==> config.mk <==
export PLATFORM = sky130hd
export DESIGN_NAME = uart_rx_flat
export DESIGN_NICKNAME = d
export VERILOG_FILES = /design/src/rtl/uart_rx_pkg.sv /design/src/rtl/uart_rx_if.sv /design/src/rtl/uart_rx_sampler.sv /design/src/rtl/uart_rx.sv /design/src/flat_wrapper.sv
export SDC_FILE = /design/constraint.sdc
export NUM_CORES = 1
export LEC_CHECK = 0
export CORE_MARGIN = 1.5
export CORE_UTILIZATION = 51
export CTS_CLUSTER_DIAMETER = 60
export DETAILED_ROUTE_END_ITERATION = 8
export GPL_ROUTABILITY_DRIVEN = 0
export HOLD_SLACK_MARGIN = 0.15
export PLACE_DENSITY = 0.82
export SLEW_MARGIN = 20
export SYNTH_ARGS = -nofsm -noshare
export SYNTH_HDL_FRONTEND = slang
export SYNTH_HIERARCHICAL = 1
export SYNTH_SLANG_ARGS = --single-unit
==> constraint.sdc <==
create_clock -name clk -period 6.6 [get_ports clk]
set_input_delay 1.98 -clock clk [delete_from_list [all_inputs] [get_ports clk]]
set_output_delay 1.98 -clock clk [all_outputs]
set_load 0.05 [all_outputs]
==> src/rtl/uart_rx_pkg.sv <==
// Shared types and constants for the UART receiver: FSM state encoding
// (matches the transmitter's selector) and the supported prescale ratios.
package uart_rx_pkg;

    localparam int PRESCALE_W = 6;

    typedef enum logic [2:0] {
        IDLE   = 3'd0,
        START  = 3'd1,
        DATA   = 3'd2,
        PARITY = 3'd3,
        STOP   = 3'd4
    } state_t;

    localparam logic [PRESCALE_W-1:0] PRESCALE_8       = 6'd8;
    localparam logic [PRESCALE_W-1:0] PRESCALE_16      = 6'd16;
    localparam logic [PRESCALE_W-1:0] PRESCALE_32      = 6'd32;
    localparam logic [PRESCALE_W-1:0] PRESCALE_DEFAULT = PRESCALE_8;

    // Unsupported ratios fall back to the default so edge_cnt always wraps sanely.
    function automatic logic [PRESCALE_W-1:0] legal_prescale(input logic [PRESCALE_W-1:0] p);
        case (p)
            PRESCALE_8, PRESCALE_16, PRESCALE_32: return p;
            default:                              return PRESCALE_DEFAULT;
        endcase
    endfunction

endpackage

==> src/rtl/uart_rx_if.sv <==
// Receiver-side bundle: serial line plus frame configuration in, parallel
// word and status pulses out. The receiver uses the slave modport.
interface uart_rx_if #(parameter int DATA_WIDTH = 8);
    import uart_rx_pkg::*;

    logic                  rx_in;
    logic                  par_en;
    logic                  par_typ;
    logic [PRESCALE_W-1:0] prescale;
    logic [DATA_WIDTH-1:0] p_data;
    logic                  data_valid;
    logic                  par_err;
    logic                  stp_err;
    logic                  busy;

    modport master (
        output rx_in, par_en, par_typ, prescale,
        input  p_data, data_valid, par_err, stp_err, busy
    );

    modport slave (
        input  rx_in, par_en, par_typ, prescale,
        output p_data, data_valid, par_err, stp_err, busy
    );

endinterface

==> src/rtl/uart_rx_sampler.sv <==
// Per-bit oversampling counter with a 3-sample mid-bit majority vote; strobes
// the decision cycle and the last cycle of each bit period.
module uart_rx_sampler
    import uart_rx_pkg::*;
(
    input  logic                  clk,
    input  logic                  rst_n,
    input  logic                  run,
    input  logic [PRESCALE_W-1:0] prescale,
    input  logic                  rx_s,
    output logic                  bit_val,
    output logic                  sample_stb,
    output logic                  bit_end
);

    logic [PRESCALE_W-1:0] edge_cnt;
    logic [PRESCALE_W-1:0] half;
    logic [2:0]            samples;

    assign half       = {1'b0, prescale[PRESCALE_W-1:1]};
    assign bit_end    = run && (edge_cnt == prescale - 6'd1);
    assign sample_stb = run && (edge_cnt == half + 6'd1);
    assign bit_val    = (samples[0] & samples[1]) | (samples[0] & samples[2]) |
                        (samples[1] & samples[2]);

    // The counter idles at 0 so the first bit period starts cleanly on entry to START.
    always_ff @(posedge clk or negedge rst_n) begin
        if (!rst_n) begin
            edge_cnt <= '0;
            samples  <= '0;
        end else begin
            if (!run || bit_end)
                edge_cnt <= '0;
            else
                edge_cnt <= edge_cnt + 6'd1;

            if (run) begin
                if (edge_cnt == half - 6'd2) samples[0] <= rx_s;
                if (edge_cnt == half - 6'd1) samples[1] <= rx_s;
                if (edge_cnt == half)        samples[2] <= rx_s;
            end
        end
    end

endmodule

==> src/rtl/uart_rx.sv <==
// UART receiver top: input synchroniser, frame FSM, LSB-first deserialiser,
// parity/stop checking and one-cycle result pulses.
module uart_rx
    import uart_rx_pkg::*;
#(
    parameter int DATA_WIDTH  = 8,
    parameter int SYNC_STAGES = 2
) (
    input  logic    clk,
    input  logic    rst_n,
    uart_rx_if.slave bus
);

    localparam int CW = (DATA_WIDTH > 1) ? $clog2(DATA_WIDTH) : 1;
    localparam logic [CW-1:0] LAST_BIT = CW'(DATA_WIDTH - 1);

    logic [SYNC_STAGES-1:0] sync_q;
    logic                   rx_s;
    logic                   rx_prev;
    logic                   start_edge;

    state_t state, next_state;

    logic [PRESCALE_W-1:0] prescale_q;
    logic                  par_en_q;
    logic                  par_typ_q;
    logic [CW-1:0]         bit_cnt;
    logic [DATA_WIDTH-1:0] shift_q;
    logic                  par_flag;

    logic bit_val;
    logic sample_stb;
    logic bit_end;

    assign rx_s       = sync_q[SYNC_STAGES-1];
    assign start_edge = rx_prev & ~rx_s;
    assign bus.busy   = (state != IDLE);

    // Synchroniser resets to the idle-line level so no false start appears after reset.
    always_ff @(posedge clk or negedge rst_n) begin
        if (!rst_n) begin
            sync_q  <= '1;
            rx_prev <= 1'b1;
        end else begin
            sync_q  <= {sync_q[SYNC_STAGES-2:0], bus.rx_in};
            rx_prev <= rx_s;
        end
    end

    uart_rx_sampler u_sampler (
        .clk        (clk),
        .rst_n      (rst_n),
        .run        (state != IDLE),
        .prescale   (prescale_q),
        .rx_s       (rx_s),
        .bit_val    (bit_val),
        .sample_stb (sample_stb),
        .bit_end    (bit_end)
    );

    always_ff @(posedge clk or negedge rst_n) begin
        if (!rst_n) state <= IDLE;
        else        state <= next_state;
    end

    // STOP leaves at the decision cycle so a back-to-back start edge is not missed.
    always_comb begin
        next_state = state;
        case (state)
            IDLE:    if (start_edge) next_state = START;
            START: begin
                if (sample_stb && bit_val) next_state = IDLE;
                else if (bit_end)          next_state = DATA;
            end
            DATA:    if (bit_end && bit_cnt == LAST_BIT) next_state = par_en_q ? PARITY : STOP;
            PARITY:  if (bit_end) next_state = STOP;
            STOP:    if (sample_stb) next_state = IDLE;
            default: next_state = IDLE;
        endcase
    end

    always_ff @(posedge clk or negedge rst_n) begin
        if (!rst_n) begin
            prescale_q <= PRESCALE_DEFAULT;
            par_en_q   <= 1'b0;
            par_typ_q  <= 1'b0;
            bit_cnt    <= '0;
            shift_q    <= '0;
            par_flag   <= 1'b0;
        end else begin
            if (state == IDLE && start_edge) begin
                prescale_q <= legal_prescale(bus.prescale);
                par_en_q   <= bus.par_en;
                par_typ_q  <= bus.par_typ;
                bit_cnt    <= '0;
                par_flag   <= 1'b0;
            end
            if (state == DATA) begin
                if (sample_stb)
                    shift_q <= DATA_WIDTH'({bit_val, shift_q} >> 1);
                if (bit_end)
                    bit_cnt <= (bit_cnt == LAST_BIT) ? '0 : bit_cnt + CW'(1);
            end
            if (state == PARITY && sample_stb)
                par_flag <= (bit_val != (^shift_q ^ par_typ_q));
        end
    end

    // Stop error outranks parity error; only a clean frame updates p_data.
    always_ff @(posedge clk or negedge rst_n) begin
        if (!rst_n) begin
            bus.p_data     <= '0;
            bus.data_valid <= 1'b0;
            bus.par_err    <= 1'b0;
            bus.stp_err    <= 1'b0;
        end else begin
            bus.data_valid <= 1'b0;
            bus.par_err    <= 1'b0;
            bus.stp_err    <= 1'b0;
            if (state == STOP && sample_stb) begin
                if (!bit_val)
                    bus.stp_err <= 1'b1;
                else if (par_flag)
                    bus.par_err <= 1'b1;
                else begin
                    bus.p_data     <= shift_q;
                    bus.data_valid <= 1'b1;
                end
            end
        end
    end

endmodule

==> src/flat_wrapper.sv <==
// flat-port wrapper written by rule: the top's interface ports become plain ports
module uart_rx_flat import uart_rx_pkg::*;
#(
    parameter int DATA_WIDTH  = 8,
    parameter int SYNC_STAGES = 2
)
  (clk, rst_n, bus_rx_in, bus_par_en, bus_par_typ, bus_prescale, bus_p_data, bus_data_valid, bus_par_err, bus_stp_err, bus_busy);
  uart_rx_if #(.DATA_WIDTH(DATA_WIDTH)) bus_i ();
  input  logic clk;
  input  logic rst_n;
  input wire logic [$bits(bus_i.rx_in)-1:0] bus_rx_in;
  input wire logic [$bits(bus_i.par_en)-1:0] bus_par_en;
  input wire logic [$bits(bus_i.par_typ)-1:0] bus_par_typ;
  input wire logic [$bits(bus_i.prescale)-1:0] bus_prescale;
  output wire logic [$bits(bus_i.p_data)-1:0] bus_p_data;
  output wire logic [$bits(bus_i.data_valid)-1:0] bus_data_valid;
  output wire logic [$bits(bus_i.par_err)-1:0] bus_par_err;
  output wire logic [$bits(bus_i.stp_err)-1:0] bus_stp_err;
  output wire logic [$bits(bus_i.busy)-1:0] bus_busy;
  assign bus_i.rx_in = bus_rx_in;
  assign bus_i.par_en = bus_par_en;
  assign bus_i.par_typ = bus_par_typ;
  assign bus_i.prescale = bus_prescale;
  assign bus_p_data = bus_i.p_data;
  assign bus_data_valid = bus_i.data_valid;
  assign bus_par_err = bus_i.par_err;
  assign bus_stp_err = bus_i.stp_err;
  assign bus_busy = bus_i.busy;
  uart_rx #(.DATA_WIDTH(DATA_WIDTH), .SYNC_STAGES(SYNC_STAGES)) u_core (.clk(clk), .rst_n(rst_n), .bus(bus_i));
endmodule
**Word level (Yosys, flattened, before mapping)**

Index checks and enable logic that the tools add are counted.

- Add/sub/neg operators: 6
- Equality and inequality tests: 19
- Multiplexer cells: 24
- Bitwise gates (word level): 9
- Reduce and logical (&&, ||, !) cells: 20

Operators by type and width:

| cell | number |
|---|---|
| 2-to-1 mux 3 bit | 11 |
| equality test 6 bit | 4 |
| one-hot mux 3 bit (5 select lines) | 1 |
| 2-to-1 mux 6 bit | 2 |
| 2-to-1 mux 1 bit | 10 |
| != test 2 x 1 -> 1 bit (second input constant) | 4 |
| AND reduction 2 bit | 4 |
| XOR reduction 8 bit | 1 |
| logical AND 1 bit | 7 |
| adder 5 x 1 -> 6 bit (second input constant) | 1 |
| adder 6 x 1 -> 6 bit (second input constant) | 1 |
| equality test 3 x 2 -> 1 bit (second input constant) | 2 |
| equality test 3 bit (second input constant) | 2 |
| equality test 6 x 4 -> 1 bit (second input constant) | 1 |
| equality test 6 x 5 -> 1 bit | 1 |
| equality test 6 x 5 -> 1 bit (second input constant) | 1 |
| equality test 6 bit (second input constant) | 1 |
| subtractor 5 x 1 -> 6 bit (second input constant) | 1 |
| subtractor 5 x 2 -> 6 bit (second input constant) | 1 |
| subtractor 6 x 1 -> 6 bit (second input constant) | 1 |
| AND reduction 5 bit | 1 |
| bitwise AND 1 bit | 4 |
| adder 3 x 1 -> 3 bit (second input constant) | 1 |
| equality test 3 x 1 -> 1 bit (second input constant) | 1 |
| other kinds (12) | 14 |

- Register bits after elaboration: 46
- Input port bits: 11
- Output and inout bits: 12
- Word-level logic and storage cells: 95

**Longest topological paths before layout**

- Depth in word-level cells: 6
- Gate-level depth with buffers: 11
- Depth with buffers taken out: 10

**By module**

Netlist, hierarchy kept.

Modules (own cells, without submodules):

| module | times used | cells each | area each (µm²) |
|---|---|---|---|
| uart_rx | 1 | 122 | 1622.8 |
| uart_rx_sampler | 1 | 118 | 1039.7 |

**Least setup slack after synthesis**

No wires, ideal clock.

- Path kind: register -> output
- Start: reg u_core.state[2]
- End: out bus_busy
- Arrival time: 1.129 ns
- Required time: 4.620 ns
- Path slack: 3.491 ns
- Cell stages (with the launch flop): 3
- Buffers on the path: 1
- Cells stage by stage: dfrtp_1 -> buf_2 -> or3_1

- Longest elaborated chain between the ends: 1

Ends and longest elaborated chain:

| item | line | RTL |
|---|---|---|
| from (decl) | uart_rx.sv:22 | `state_t state, next_state;` |
| from (signal assigned) | uart_rx.sv:63 | `else state <= next_state;` |
| nonzero test 3 bit | uart_rx.sv:37 | `assign bus.busy = (state != IDLE);` |
| to (decl) | flat_wrapper.sv:19 | `output wire logic [$bits(bus_i.busy)-1:0] bus_busy;` |

No other way between the ends.

**Worst setup path after layout**

- Start: reg u_core.state[0]
- End: out bus_busy

The elaborated chain is that of the path after synthesis.

==> results_dict.tcl <==
set metrics [dict create \
    status "finished, final reports clean" \
    p_seq_share_pct 43.6 \
    portBuffers 22 \
    synth.distinct_cells 59 \
    n_fill_cell 431 \
    io_pins 23 \
    layoutNonFillerInstCount 329 \
    viasPerCell 5.47 \
    async_flop_share_pct 100 \
    synth_cells 240 \
    p_per_area_nw_per_um2 301 \
    grt_max_degree 47 \
    drcViolationCount 0 \
    syn_avg_cell_area_um2 11.1 \
    crit_type "flip-flop to primary output" \
    required_ns 4.62 \
    ys_ff_latch 46 \
    seq_area_frac_synth_pct 43.4 \
    peakVddDrop_uv 204 \
    fin_skew_ns 0.00707 \
    cts_sinks 46 \
    fmaxAchievable_mhz 249 \
    crit_path_start_kind "flip-flop" \
    start_util_pct 52.5 \
    rsz0062_at_grt "no" \
    root_buffer "clkbuf_8" \
    finalSetupViolCount 0 \
    dp.cells 321 \
    switchingPower_mw 0.337 \
    hold_viol 0 \
    numCtsBuffers 5 \
    cap_violations 0 \
    diodes 0 \
    tightest_slew_ns 0.860 \
    grt_antenna_before_repair 0 \
    ant_nets 0 \
    final_common_cell "dfrtp_1" \
    grt_overflow 0 \
    syn_nets 261 \
    relSlewSlack_pct 42.6 \
    p_sw_share_pct 37.5 \
    p_clk_share_pct 19.1 \
    fin_nets 279 \
    yosys-top-cells-area "dfrtp_1 (39%), mux2_2 (8.0%), xnor2_1 (6.6%), ha_1 (4.7%), dfstp_2 (3.9%)" \
    hold_slack_ns 0.362 \
    crit_fanout 10 \
    intPower_mw 0.561 \
    final_cell_mix "dfrtp_1 (42), clkdlybuf4s50_1 (21), xnor2_1 (20), mux2_2 (19), nor2_1 (13)" \
    setup_ws_ns 2.58 \
    cts.clk_slew.worst_paths_ns 0.09 \
    core_area_um2 5070 \
    cts_repair_resize_count 0 \
    whs_path_depth 0 \
    hold_path_class "flip-flop to flip-flop" \
    wire_per_inst_um 14.7 \
    ys.flop_type "dfrtp_1" \
    drt_iter0_drc 122 \
    p_leak_nw 1.31 \
    netlist_area_um2 2660 \
    vias 1799 \
    dp_hpwl_mm 3.42 \
    clk_latency_ns 0.30 \
    cp.arrival_ns 2.04 \
    yosys.area.top_type "dfrtp_1" \
    layout-drive-gt1-share_pct 16.6 \
    cp-end-kind "primary output" \
    synth_edf_count 0 \
    post_cts_buffers 0 \
    grt_pass1_wl_mm 8.38 \
    die_w_um 75.3 \
    area_growth_pct 12.2 \
    drtPass1Iterations 4 \
    finalSetupTns_ns 0 \
    die_area_um2 5660 \
    synth_top_cell_area_share_pct 39.5 \
    cts_tree "done" \
    rows 26 \
    place_ws_ns 2.92 \
    worst_r2r_path_depth 9 \
    die_h_um 75.3 \
    comb_power_share_pct 37.3 \
    h-tree-depth 2 \
    drt-total-wl_mm 4.84 \
    period_needed_ns 4.02 \
    first_global_vias 1746 \
    period_share_pct 61.0 \
    cts_hold_buf 0 \
    slew_viol_final 0 \
    grtUsageTotal_pct 19.8 \
    yosys_warnings 6 \
    cts.path.max_buffers 2 \
]
## power groups by stage
stage                     sequential [mW]  combinational [mW]  clock (mW)
after floorplan                     0.354               0.310           0
after global placement              0.391               0.327           0
after detailed placement            0.396               0.334           0
after CTS                           0.391               0.336       0.179
after global routing                0.400               0.369       0.189
final                               0.392               0.335       0.172
## Yosys cell counts (2+ instances only)
cell and count:
a21oi_1 5, a22o_1 2, and2_1 5, buf_2 7, buf_4 3, dfrtp_1 42, dfstp_2 4, ha_1 10
inv_1 10, mux2_1 3, mux2_2 19, nand2_1 12, nand2b_1 3, nand3_1 8, nand3b_1 6, nand4b_1 3
nor2_1 13, nor2b_1 6, nor3b_1 2, nor4_1 2, o21ai_0 4, o21ai_1 2, o311ai_1 2, o41ai_1 3
or4_1 2, xnor2_1 20, xor2_1 10
## routing by layer
| layer | part of all wire, % | wire [µm] | track usage (%) |
|---|---|---|---|
| met5 | 0 | 0 | 0 |
| met4 | 2.1 | 100 | 7.74 |
| met3 | 3.3 | 160 | 4.15 |
| met2 | 46 | 2230 | 29.9 |
| met1 | 48 | 2340 | 28.3 |
## cells by family after synthesis
family,Yosys count,share of synthesized area [%]
DFF,46,43.4
muxes,23,9.68
adders and majority gates,11,5.08
xor gates and xnor gates,32,11.3
AOI/OAI and AO/OA,32,9.49
buffers and inverters,21,3.99
and+or+nand+nor,75,17.0
## stage by stage
step                      power [mW]  area [µm²]  utilization [%]
after detailed placement       0.730        2900             57.1
after floorplan                0.664        2660                -
after CTS                      0.905        2980             58.8
after global routing           0.958        2990             58.9
final                          0.898        2990             58.9
after global placement         0.718        2900             57.1
## state kept, by name, indices dropped and copies added (netlist names), 2 cells and up
name and flops:
u_core/bit_cnt 3, u_core/bus.p_data 8, u_core/prescale_q 6, u_core/shift_q 8
u_core/state 3, u_core/sync_q 2, u_core/u_sampler/edge_cnt 6, u_core/u_sampler/samples 3
## final timing paths
kind | end | from | slack, ns
min reg2reg | u_core/sync_q[1] | u_core/sync_q[0] | 0.36
max | bus_busy | u_core/state[0] | 2.58
max reg2reg | u_core/bus.p_data[7] | u_core/prescale_q[3] | 3.18
max in group asynchronous | u_core/sync_q[1] | rst_n | 4.54
min | u_core/sync_q[1] | u_core/sync_q[0] | 0.36
min in group asynchronous | u_core/bus.p_data[5] | rst_n | 1.67
## worst max-delay path: stages, from the launching register on
cell	delay (ns)
dfrtp_1	0.49
or3_1	0.50
clkdlybuf4s50_1	0.74
## area by class of cell
cell class | count | area [µm²] | area share, %
Multi-Input combinational cell | 173 | 1400 | 46.9
Sequential cell | 46 | 1160 | 38.7
Timing Repair Buffer | 22 | 218 | 7.29
Tap cell | 70 | 87.6 | 2.93
Clock buffer | 5 | 68.8 | 2.30
Inverter | 10 | 37.5 | 1.26
Clock inverter | 3 | 18.8 | 0.628
(Power assumes the default switching activity.)
